<file path="src/rtl/seq_pkg.sv">
// rtl/seq_pkg.sv - shared opcodes, instruction field positions and FSM encoding for the array sequencer
package seq_pkg;

    localparam int OP_W     = 4;
    localparam int OP_LSB   = 60;
    localparam int ADDR_LSB = 44;
    localparam int LEN_LSB  = 32;

    localparam logic [OP_W-1:0] OP_NOP     = 4'h0;
    localparam logic [OP_W-1:0] OP_LOAD_W  = 4'h1;
    localparam logic [OP_W-1:0] OP_LOAD_A  = 4'h2;
    localparam logic [OP_W-1:0] OP_COMPUTE = 4'h3;
    localparam logic [OP_W-1:0] OP_STORE   = 4'h4;
    localparam logic [OP_W-1:0] OP_HALT    = 4'hF;

    typedef enum logic [2:0] {
        ST_IDLE,
        ST_DECODE,
        ST_ISSUE,
        ST_WAIT_DONE,
        ST_HALTED
    } state_t;

    // Opcodes that become a command on the array datapath.
    function automatic logic is_array_op(input logic [OP_W-1:0] op);
        return (op >= OP_LOAD_W) && (op <= OP_STORE);
    endfunction

endpackage

</file>
<file path="src/rtl/seq_timeout_timer.sv">
// rtl/seq_timeout_timer.sv - saturating cycle counter that flags when a command has waited TIMEOUT cycles
module seq_timeout_timer #(
    parameter int TIMEOUT = 1024
) (
    input  logic clk,
    input  logic rst,
    input  logic clear,
    input  logic enable,
    output logic expire
);

    localparam int CNT_W = (TIMEOUT > 1) ? $clog2(TIMEOUT) : 1;
    localparam logic [CNT_W-1:0] LAST = CNT_W'(TIMEOUT - 1);

    logic [CNT_W-1:0] count;

    always_ff @(posedge clk) begin
        if (rst || clear) begin
            count <= '0;
        end else if (enable && (count != '1)) begin
            count <= count + CNT_W'(1);
        end
    end

    assign expire = enable && (count == LAST);

endmodule

</file>
<file path="src/rtl/array_sequencer.sv">
// rtl/array_sequencer.sv - in-order, single-outstanding instruction sequencer for the systolic array
module array_sequencer
    import seq_pkg::*;
#(
    parameter int INSTR_W = 64,
    parameter int ADDR_W  = 16,
    parameter int LEN_W   = 12,
    parameter int TIMEOUT = 1024
) (
    input  logic               clk,
    input  logic               rst,
    input  logic [INSTR_W-1:0] instr_in,
    input  logic               instr_valid,
    output logic               instr_ready,
    output logic [3:0]         cmd_op,
    output logic [ADDR_W-1:0]  cmd_addr,
    output logic [LEN_W-1:0]   cmd_len,
    output logic               cmd_valid,
    input  logic               cmd_ready,
    input  logic               unit_done,
    output logic               busy,
    output logic               halted,
    output logic               err_illegal,
    output logic               err_timeout,
    output logic [15:0]        retired_cnt
);

    state_t state;
    state_t state_next;

    logic [OP_W-1:0]   lat_op;
    logic [ADDR_W-1:0] lat_addr;
    logic [LEN_W-1:0]  lat_len;

    logic pop;
    logic issue;
    logic accept;
    logic retire;
    logic timeout_hit;
    logic illegal_hit;
    logic timer_expire;
    logic unused_reserved;

    assign unused_reserved = ^instr_in[LEN_LSB-1:0];

    always_ff @(posedge clk) begin
        if (rst) begin
            state <= ST_IDLE;
        end else begin
            state <= state_next;
        end
    end

    always_comb begin
        state_next  = state;
        pop         = 1'b0;
        issue       = 1'b0;
        accept      = 1'b0;
        retire      = 1'b0;
        timeout_hit = 1'b0;
        illegal_hit = 1'b0;
        case (state)
            ST_IDLE: begin
                if (instr_valid) begin
                    pop        = 1'b1;
                    state_next = ST_DECODE;
                end
            end
            ST_DECODE: begin
                if (lat_op == OP_NOP) begin
                    state_next = ST_IDLE;
                end else if (lat_op == OP_HALT) begin
                    state_next = ST_HALTED;
                end else if (is_array_op(lat_op)) begin
                    issue      = 1'b1;
                    state_next = ST_ISSUE;
                end else begin
                    illegal_hit = 1'b1;
                    state_next  = ST_IDLE;
                end
            end
            // unit_done is deliberately not looked at here: a command cannot
            // complete in the cycle it is accepted.
            ST_ISSUE: begin
                if (cmd_ready) begin
                    accept     = 1'b1;
                    state_next = ST_WAIT_DONE;
                end
            end
            ST_WAIT_DONE: begin
                if (unit_done) begin
                    retire     = 1'b1;
                    state_next = ST_IDLE;
                end else if (timer_expire) begin
                    timeout_hit = 1'b1;
                    state_next  = ST_IDLE;
                end
            end
            ST_HALTED: begin
                state_next = ST_HALTED;
            end
            default: begin
                state_next = ST_IDLE;
            end
        endcase
    end

    always_ff @(posedge clk) begin
        if (rst) begin
            lat_op      <= '0;
            lat_addr    <= '0;
            lat_len     <= '0;
            cmd_op      <= '0;
            cmd_addr    <= '0;
            cmd_len     <= '0;
            cmd_valid   <= 1'b0;
            err_illegal <= 1'b0;
            err_timeout <= 1'b0;
            retired_cnt <= '0;
        end else begin
            if (pop) begin
                lat_op   <= instr_in[OP_LSB +: OP_W];
                lat_addr <= instr_in[ADDR_LSB +: ADDR_W];
                lat_len  <= instr_in[LEN_LSB +: LEN_W];
            end
            if (issue) begin
                cmd_op    <= lat_op;
                cmd_addr  <= lat_addr;
                cmd_len   <= lat_len;
                cmd_valid <= 1'b1;
            end else if (accept) begin
                cmd_valid <= 1'b0;
            end
            if (illegal_hit) begin
                err_illegal <= 1'b1;
            end
            if (timeout_hit) begin
                err_timeout <= 1'b1;
            end
            if (retire) begin
                retired_cnt <= retired_cnt + 16'd1;
            end
        end
    end

    seq_timeout_timer #(
        .TIMEOUT(TIMEOUT)
    ) u_timer (
        .clk    (clk),
        .rst    (rst),
        .clear  (accept),
        .enable (state == ST_WAIT_DONE),
        .expire (timer_expire)
    );

    // Gated with rst so that every output reads 0 while reset is held.
    assign instr_ready = (state == ST_IDLE) && !rst;
    assign busy        = (state == ST_DECODE) || (state == ST_ISSUE) || (state == ST_WAIT_DONE);
    assign halted      = (state == ST_HALTED);

endmodule

</file>
<file path="config.mk">
export PLATFORM = sky130hd
export DESIGN_NAME = array_sequencer
export DESIGN_NICKNAME = d
export VERILOG_FILES = /design/src/rtl/seq_pkg.sv /design/src/rtl/seq_timeout_timer.sv /design/src/rtl/array_sequencer.sv
export SDC_FILE = /design/constraint.sdc
export NUM_CORES = 1
export LEC_CHECK = 0
export BUFFER_PORTS_ARGS = -buffer_cell sky130_fd_sc_hd__buf_2
export CAP_MARGIN = 20
export CORE_MARGIN = 3
export CORE_UTILIZATION = 45
export DETAILED_ROUTE_END_ITERATION = 10
export GPL_TIMING_DRIVEN = 0
export PLACE_DENSITY = 0.76
export SETUP_SLACK_MARGIN = 0.3
export SLEW_MARGIN = 20
export SYNTH_ARGS = -nofsm -noshare
export SYNTH_HDL_FRONTEND = slang
export SYNTH_SLANG_ARGS = --single-unit
</file>
<file path="constraint.sdc">
create_clock -name clk -period 1.7 [get_ports clk]
set_input_delay 0.34 -clock clk [delete_from_list [all_inputs] [get_ports clk]]
set_output_delay 0.34 -clock clk [all_outputs]
set_load 0.01 [all_outputs]
</file>
==> results of run 1 <==
[synthesized netlist by cell type (2+ instances only)]
master,instances
a211oi_1,2
a21oi_1,74
and2_1,2
and4_1,2
buf_1,2
buf_2,6
buf_6,3
clkbuf_1,17
dfxtp_1,96
ha_1,2
inv_1,6
mux2_2,2
mux2i_1,3
nand2_1,136
nand3_1,10
nand3b_1,2
nand4_1,6
nand4b_1,2
nor2_1,24
nor2b_1,2
nor3_1,7
nor3b_1,2
nor4_1,7
o2111ai_1,2
o21ai_0,8
o31ai_1,2
or2_2,3
or3_1,7
or4_1,2
xnor2_1,9
xor2_1,4
[metrics by stage]
step | setup slack (ns) | total power [mW] | area (sq um)
6_report | -0.226 | 4.59 | 6250
3_5_place_dp | -0.303 | 2.71 | 4470
4_1_cts | -0.151 | 4.31 | 5190
2_1_floorplan | -0.0114 | 2.58 | 3890
5_1_grt | -0.237 | 4.72 | 6250
3_3_place_gp | -0.252 | 2.70 | 4470
[state kept, by name (all words and copies together), names as in the netlist]
register       flops
u_timer.count     10
lat_op             4
cmd_valid          1
lat_len           12
lat_addr          16
cmd_addr          16
state              3
cmd_len           12
err_timeout        1
cmd_op             4
retired_cnt       16
err_illegal        1
[where the power goes]
part           internal (mW)  leakage (nW)  total [mW]  switching [mW]
clock                  0.820         0.109        1.63           0.808
combinational          0.279          1.72       0.623           0.344
sequential              2.29         0.794        2.34          0.0478
[layout make-up]
class | instances | area [sq um]
buffer | 28 | 289
clock buffer | 9 | 124
clock inverter | 6 | 83.8
fill | 471 | 1710
inverter | 6 | 25.0
multi-input combinational | 338 | 2570
sequential | 96 | 1980
tap | 102 | 128
timing repair buffer | 146 | 1060
[repair_timing]
action / in CTS / in global routing
hold buffers: 0 / 0
pin swaps: 37 / 56
gates resized for setup: 64 / 236
cloned: 3 / 5
endpoints found under the setup margin: 93 / 97
buffers inserted: 25 / 24
[worst max-delay path, cell delays in order, from the launching register on]
cell	delay (ns)
dfxtp_2	0.35
or4b_4	0.57
or3_4	0.40
buf_12	0.16
clkbuf_16	0.16
nand2_2	0.08
a21oi_2	0.06
[cells by family (layout without fill, tap and decap cells)]
kind of cell | Yosys count | count (layout)
DFF | 96 | 96
xor gates and xnor gates | 13 | 13
muxes | 5 | 5
AOI/OAI and AO/OA | 95 | 96
adders and majority gates | 2 | 2
buffers and inverters | 34 | 195
and+or+nand+nor | 222 | 222
[how the worst min path moves through the flow]
stage                   to  slack [ns]  depth (start not counted)
2_1_floorplan  cmd_addr[0]        0.43                          2
3_3_place_gp   err_illegal        0.43                          2
3_5_place_dp   err_illegal        0.44                          2
4_1_cts        lat_addr[2]        0.21                          3
5_1_grt         lat_len[8]        0.21                          3
6_report        lat_len[3]        0.21                          3
[metal layers]
metal	vias to the layer above	global-route usage
met3	48	0.0593
li1	1902	-
met4	0	0.0809
met5	-	0
met1	2072	0.269
met2	191	0.377
==> qor.txt, run 1 <==
status: complete, but fails checks
failing checks: negative setup slack
CORE AREA: 0.00797 sq mm
Min-Delay Startpoint: instr_in[35]
asr flop ratio synth: 0
worst setup path end: cmd_addr[2]
Critical path origin: lat_op[3]
largest family of logic cells by synthesized area: simple AND/OR/NAND/NOR gates
pin count of the biggest net entering global routing: 16
Crit. End Element: flop
Initial Util: 0.478
Routed Wire Length: 14.1 mm
synthesized area: 0.00381 sq mm
total number of vias: 4213
Routed Antenna Nets: 0
top cell type's share of synthesized area: 0.505
R2R Path End: cmd_addr[2]
Final period util: 1.13
Worst VDD drop: 535 uV
sequential-to-total area share from yosys stat: 0.505
post-synthesis register bit count: 96
most common cell after layout, fill and taps aside: buf_2
io pins: 123
Nets: 696
Post-Synth Simple-Gate Area: 0.267
TritonRoute pass-1 iters: 5
placed insts: 659
Post-synth top flop: dfxtp_1
Met1 Wirelength: 5.42 mm
worst r2r path cells: 6
synth unique cells: 46
worst path required time: 1.92 ns
Final Setup Violations: 38
Lkg Pwr: 2.62 nW
clk buf depth: 2
all-layer global routing usage: 0.222
highest routed layer: met4
number of synthesized flops with an enable pin: 0
Hold WS: 0.206 ns
Area Growth Syn to Fin: 64.3%
row cnt: 32
Slew @ Worst Pin: 0.811 ns
Synth Area in Compound Gates: 0.137
crit path time final: 1.93 ns
grt ovf: 0
Placer Congestion: 0.815
area leader, netlist: dfxtp_1
post-synthesis adder-cell area fraction: 0.00657
portion of netlist area occupied by mux cells: 0.0138
Clk Latency, worst-skew pair: 0.36 ns
CTS tree: built
setup slack after layout: -0.226 ns
Reg clk slew, reported paths: 0.10 ns
drc violations: 0
Mapped Nets: 538
worst setup path class: flop to flop
Die Ht: 98.0 um
synth top area cells: dfxtp_1 50%, nand2_1 13%, a21oi_1 9.7%
Finished Core Util: 0.785
Sink Count: 96
Max Slew Vio Count: 0
Fmax: 519 MHz
Max Cap Viol: 0
final hold violation count: 0
Worst EP arrival: 2.15 ns
reg-to-reg startpoint: lat_op[3]
HPWL after DPL: 6.67 mm
Rel. slew slack: 0.459
Post-Route Setup TNS: -5.55 ns
WL met2: 7.19 mm
post-synthesis cell count: 467
share of post-route cells with drive strength above 1: 0.574
ant diodes: 0
RSZ-0062 raised after global routing: true
syn_area_per_cell: 8.15 sq um
wire per inst: 19.2 um
routed vias/inst: 5.76
Reg2Reg Setup Slack: -0.23 ns
die area: 0.00960 sq mm
non-filler cells, final: 731
1st-iter DRT viols: 269
XOR/XNOR Fraction of Synth Area: 0.0299
Power Density: 734 mW/mm^2
antenna violations before repair: 0
CTS buffer count: 9
CTS Root Cell: clkbuf_8
vias in the first global route: 3691
port bufs: 90
met3 WL: 997 um
worst-path maximum fanout: 7
startpoint types: flop
hold crit path type: input port to flop
Ys Warns: 0
die width: 98.0 um
Worst Skew: 0.0152 ns
most frequent cells in the layout: 91 x buf_2, 76 x nand2_1, 74 x dfxtp_1, 49 x a21oi_2, 32 x nand2_4
CTS H-Tree Depth: 3
first-pass GRT wire length: 17.5 mm
Power figures use the tool's default switching activity.
==> run 2, diff against run 1 <==
Settings changed: CTS_BUF_LIST set to sky130_fd_sc_hd__clkbuf_16, SETUP_SLACK_MARGIN 0.3 to not set.
==> qor.txt, run 2 (synthesis results as in run 1) <==
drc violations: 0 (unchanged)
clk buf depth: 2 (unchanged)
Clock Power Share: 0.421 (+0.066)
biggest regs: cmd_addr (16), lat_addr (16), retired_cnt (16)
CTS H-Tree Depth: 3 (unchanged)
switching share of power: 0.251 (-0.0108)
CTS Root Cell: clkbuf_16
Reg clk slew, reported paths: 0.07 ns (-0.03 ns)
worst-path maximum fanout: 10 (+3)
Slew @ Worst Pin: 0.516 ns (-0.295 ns)
hold path depth: 3 (unchanged)
first-pass GRT wire length: 15.1 mm (-14%)
Rel. slew slack: 0.656 (+0.197)
failing checks: negative setup slack
Routed Wire Length: 9.20 mm (-35%)
port bufs: 90 (unchanged)
Net Sw Power: 1.16 mW (-3.3%)
Critical-path top delay cell: or4b_4
die area: 0.00960 sq mm (unchanged)
ant diodes: 0 (unchanged)
Logic pwr share: 0.073 (-0.063)
Die Ht: 98.0 um (unchanged)
hold path endpoint: lat_addr[4]
Seq. cell area: 0.00194 sq mm (-2.0%)
routed vias/inst: 5.19 (-9.9%)
worst setup path class: flop to flop
Setup WS pre-CTS: -0.230 ns (+0.0733 ns)
Critical path origin: state[2]
startpoint types: flop
total number of vias: 3530 (-16%)
status: complete, but fails checks
setup slack after layout: -0.0939 ns (+0.132 ns)
reg-to-reg startpoint: state[2]
final hold violation count: 0 (unchanged)
worst path required time: 1.90 ns (-0.02 ns)
most frequent cells in the layout: 136 x nand2_1, 92 x buf_2, 87 x dfxtp_1, 72 x a21oi_1, 23 x nor2_1
crit path time final: 1.79 ns (-0.132 ns)
CTS tree: built
Fmax: 557 MHz (+7.4%)
wire per inst: 13.5 um (-30%)
Nets: 644 (-7.5%)
io pins: 123 (unchanged)
antenna violations before repair: 0 (unchanged)
HPWL after DPL: 6.49 mm (-2.7%)
all-layer global routing usage: 0.188 (-0.0342)
internal power: 3.47 mW (+2.3%)
hold crit path type: input port to flop
Power Density: 935 mW/mm^2 (+27%)
R2R Path End: cmd_op[0]
Sequential Power Share: 0.506 (-0.003)
hold buffers post-CTS: 0 (unchanged)
Worst EP arrival: 2.00 ns (-0.15 ns)
Area Growth Syn to Fin: 30.0%
die width: 98.0 um (unchanged)
Crit. End Element: flop
Hold WS: 0.228 ns (+0.0221 ns)
grt ovf: 0 (unchanged)
Max Slew Vio Count: 0 (unchanged)
Lkg Pwr: 2.00 nW (-24%)
Multi-input gate area: 0.00187 sq mm (-27%)
max incr delay on CP: 0.57 ns (about the same)
1st-iter DRT viols: 163 (-39%)
CTS buffer count: 9 (unchanged)
Clk Latency, worst-skew pair: 0.34 ns (-0.02 ns)
vias in the first global route: 3349 (-9.3%)
post-route total power: 4.63 mW (+0.84%)
Initial Util: 0.478 (unchanged)
TritonRoute pass-1 iters: 4 (-1)
worst r2r path cells: 5 (-1)
Filler cells: 707 (+50%)
Min-Delay Startpoint: instr_in[48]
Worst VDD drop: 547 uV (+2.2%)
worst path cell trace: or4b_4 -> or3_4 -> buf_8 -> nand2_1 -> a21oi_1
share of post-route cells with drive strength above 1: 0.282 (-0.292)
Max Cap Viol: 0 (unchanged)
Reg2Reg Setup Slack: -0.09 ns (+0.13 ns)
RSZ-0062 raised after global routing: true
Final period util: 1.06 (-0.0779)
Routed Antenna Nets: 0 (unchanged)
Final Setup Violations: 33 (-13%)
CORE AREA: 0.00797 sq mm (unchanged)
Worst Skew: 0.00767 ns (-0.00758 ns)
Sink Count: 96 (unchanged)
Placer Congestion: 0.802 (-1.6%)
row cnt: 32 (unchanged)
pin count of the biggest net entering global routing: 19 (+3)
most common cell after layout, fill and taps aside: nand2_1
[run 2: how the worst max path moves through the flow]
stage	endpoint	slack (ns)	depth (start not counted)
final	cmd_op[0]	-0.09	5
after global placement	err_illegal	-0.22	5
after detailed placement	retired_cnt[2]	-0.23	5
after global routing	cmd_len[1]	-0.15	5
after CTS	cmd_addr[14]	-0.11	6
after floorplan	cmd_addr[8]	-0.01	6
[run 2: metal layers]
metal	global-route usage	wire (um)	up-vias
met5	0	0	-
met2	0.335	4570	69
li1	-	-	1796
met1	0.225	4020	1650
met4	0.0596	194	0
met3	0.0393	418	15
[run 2: final cells by class]
type	count	share of cell area
well taps	102	0.0258
flip-flops and latches	96	0.393
multi-input cells	337	0.377
clock inverters	7	0.0129
inverters	6	0.00455
clock buffers	9	0.0455
plain buffers	25	0.0311
repair buffers	98	0.110
[run 2: critical path, delay by kind of cell (launching register included)]
kind | cells | cell delay, ns
AOI/OAI and AO/OA | 1 | 0.06
buffers and inverters | 1 | 0.16
DFF | 1 | 0.35
and+or+nand+nor | 3 | 1.09
[run 2: power groups by stage]
stage	clock network, mW	registers, mW	logic [mW]
floorplan	0	2.40	0.191
global placement	0	2.40	0.307
detailed placement	0	2.40	0.311
CTS	1.96	2.35	0.327
global route	2.06	2.35	0.378
finish	1.95	2.34	0.337
[run 2: what timing repair did]
| action | CTS | global route |
|---|---|---|
| setup endpoints to repair | 74 | 81 |
| setup buffers | 4 | 3 |
| pin swaps | 2 | 10 |
| cloned | 0 | 1 |
| gates resized for setup | 19 | 39 |
[run 2: through the flow]
stage,instances,instance area (sq um),setup TNS [ns],utilization
2_1_floorplan,467,3820,-0.291,-
3_3_place_gp,659,4390,-9.61,0.552
3_5_place_dp,659,4390,-10.88,0.552
4_1_cts,679,4780,-2.89,0.601
5_1_grt,680,4950,-4.73,0.621
6_report,680,4950,-2.32,0.621
==> run 3, diff against run 2 <==
Settings changed: SETUP_SLACK_MARGIN set to 0.02, SYNTH_HIERARCHICAL set to 1.
==> qor.txt, run 3 <==
crit path time final: 1.71 ns (-0.0839 ns)
number of synthesized flops with an enable pin: 0 (unchanged)
met3 WL: 574 um (+37%)
share of post-route cells with drive strength above 1: 0.297 (+0.0149)
worst path required time: 1.89 ns (about the same)
all-layer global routing usage: 0.201 (+0.0131)
Multi-input gate area: 0.00188 sq mm (+0.80%)
most common cell after layout, fill and taps aside: nand2_1
Met1 Wirelength: 4.47 mm (+11%)
Nets: 652 (+1.2%)
synth top area cells: dfxtp_1 51%, nand2_1 13%, a21oi_1 9.4%
clk buf depth: 2 (unchanged)
failing checks: negative setup slack
most frequent cell after synthesis: nand2_1
CTS buffer count: 9 (unchanged)
io pins: 123 (unchanged)
Post-synth top flop: dfxtp_1
port bufs: 90 (unchanged)
row cnt: 32 (unchanged)
synth unique cells: 53 (+15%)
hold crit path type: input port to flop
worst setup path class: flop to flop
Seq. cell area: 0.00194 sq mm (-0.32%)
sequential-to-total area share from yosys stat: 0.506 (+0.00116)
top cell type's share of synthesized area: 0.506 (+0.00116)
WL met2: 5.04 mm (+10%)
Placer Congestion: 0.854 (+6.5%)
Mapped Nets: 534 (-0.74%)
total number of vias: 3663 (+3.8%)
Filler cells: 653 (-7.6%)
Sink Count: 96 (unchanged)
max incr delay on CP: 0.59 ns (+0.02 ns)
Worst VDD drop: 515 uV (-5.9%)
die area: 0.00958 sq mm (-0.21%)
Area Growth Syn to Fin: 32.3%
Worst EP arrival: 1.90 ns (-0.10 ns)
Lkg Pwr: 2.11 nW (+5.6%)
Hold WS: 0.238 ns (+0.00915 ns)
Final period util: 1.01 (-0.0493)
CORE AREA: 0.00797 sq mm (unchanged)
Cell Area, Placed: 0.00438 sq mm (-0.37%)
grt ovf: 0 (unchanged)
routed vias/inst: 5.32 (+2.6%)
hold buffers post-CTS: 0 (unchanged)
drc violations: 0 (unchanged)
pin count of the biggest net entering global routing: 18 (-1)
Reg clk slew, reported paths: 0.07 ns (about the same)
Ys Warns: 6 (+6)
TritonRoute pass-1 iters: 5 (+1)
setup slack after layout: -0.0101 ns (+0.0839 ns)
Fmax: 585 MHz (+4.9%)
HPWL after DPL: 6.66 mm (+2.5%)
Clk Latency, worst-skew pair: 0.34 ns (about the same)
synth cell count leaders: 131 x nand2_1, 96 x dfxtp_1, 71 x a21oi_1
first-pass GRT wire length: 15.9 mm (+5.1%)
placed insts: 655 (-0.61%)
CTS Root Cell: clkbuf_16
post-route cell area: 0.00502 sq mm (+1.5%)
worst path cell trace: buf_6 -> nand2b_4 -> or4_4 -> buf_4 -> o21ai_0 -> a21oi_1
status: complete, but fails checks
Crit. End Element: flop
CTS tree: built
Final Setup Violations: 2 (-94%)
CTS H-Tree Depth: 3 (unchanged)
post-synthesis register bit count: 96 (unchanged)
most frequent cells in the layout: 131 x nand2_1, 92 x buf_2, 88 x dfxtp_1, 71 x a21oi_1, 29 x nor2_1
vias in the first global route: 3411 (+1.9%)
highest routed layer: met4
Max Cap Viol: 0 (unchanged)
post-synthesis cell count: 463 (-0.86%)
asr flop ratio synth: 0 (unchanged)
area leader, netlist: dfxtp_1
post-route total power: 4.81 mW (+4.0%)
Critical-path top delay cell: or4_4
Power Density: 958 mW/mm^2 (+2.4%)
synthesized area: 0.00380 sq mm (-0.23%)
syn_area_per_cell: 8.20 sq um (+0.63%)
die width: 97.9 um (-0.11%)
final hold violation count: 0 (unchanged)
startpoint types: flop
1st-iter DRT viols: 240 (+47%)
Max Slew Vio Count: 0 (unchanged)
biggest regs: cmd_addr (16), lat_addr (16), retired_cnt (16)
Worst Skew: 0.0127 ns (+0.00507 ns)
worst-path maximum fanout: 7 (-3)
Rel. slew slack: 0.563 (-0.0935)
Initial Util: 0.477 (-0.00110)
Die Ht: 97.9 um (-0.11%)
Routed Wire Length: 10.3 mm (+12%)
ant diodes: 0 (unchanged)
antenna violations before repair: 0 (unchanged)
RSZ-0062 raised after global routing: true
non-filler cells, final: 688 (+1.2%)
wire per inst: 14.9 um (+10%)
Slew @ Worst Pin: 0.656 ns (+0.140 ns)
Routed Antenna Nets: 0 (unchanged)
-- run 3: where the power goes --
part | total (mW) | switching, mW | internal, mW | leakage [nW]
clock | 2.05 | 0.898 | 1.16 | 0.142
sequential | 2.36 | 0.0414 | 2.31 | 0.784
combinational | 0.401 | 0.250 | 0.151 | 1.19
total | 4.81 | 1.19 | 3.62 | 2.11
-- run 3: timing repair --
item                       4_1_cts  5_1_grt
pin swaps                        4       12
setup endpoints to repair       51       70
gates resized for setup         32       26
cloned                           0        1
setup buffers                    9        9
-- run 3: critical path: cells and delay by family (launching register included) --
family	cells	cell delay [ns]
AND/OR/NAND/NOR	2	0.69
buffers and inverters	2	0.31
AO/OA/AOI/OAI	2	0.22
flip-flops	1	0.35
-- run 3: cell type report --
cell class | instances | area share
Clock inverter | 7 | 0.0154
Inverter | 11 | 0.00872
Sequential cell | 96 | 0.385
Buffer | 25 | 0.0269
Multi-Input combinational cell | 330 | 0.375
Clock buffer | 9 | 0.0448
Tap cell | 102 | 0.0254
Timing Repair Buffer | 108 | 0.119
-- run 3: final timing paths --
kind,start,endpoint,slack (ns),cells past startpoint
worst min-delay path,instr_in[55],lat_addr[11],0.24,3
worst min register to register,cmd_addr[0],cmd_addr[0],0.45,2
worst max-delay path,state[1],retired_cnt[12],-0.01,6
worst max register to register,state[1],retired_cnt[12],-0.01,6
-- run 3: logic make-up after synthesis --
kind of cell | after synthesis | share of synthesized area
AND/OR/NAND/NOR | 217 | 0.267
flip-flops | 96 | 0.506
AO/OA/AOI/OAI | 95 | 0.143
buffers and inverters | 37 | 0.0386
XOR/XNOR | 12 | 0.0277
multiplexers | 4 | 0.0112
adder cells (fa/ha/maj) | 2 | 0.00659
-- run 3: metrics by stage --
stage | util | setup slack, ns | TNS, ns
CTS | 0.610 | -0.0360 | -0.0657
floorplan | - | 0.0280 | 0
detailed placement | 0.549 | -0.270 | -12.00
global route | 0.631 | -0.0522 | -0.221
finish | 0.631 | -0.0101 | -0.0159
global placement | 0.549 | -0.222 | -8.88
-- run 3: metal layers --
layer / global-route usage / vias to the layer above
li1: - / 1801
met1: 0.262 / 1719
met2: 0.323 / 125
met3: 0.0393 / 18
met4: 0.0873 / 0
met5: 0 / -
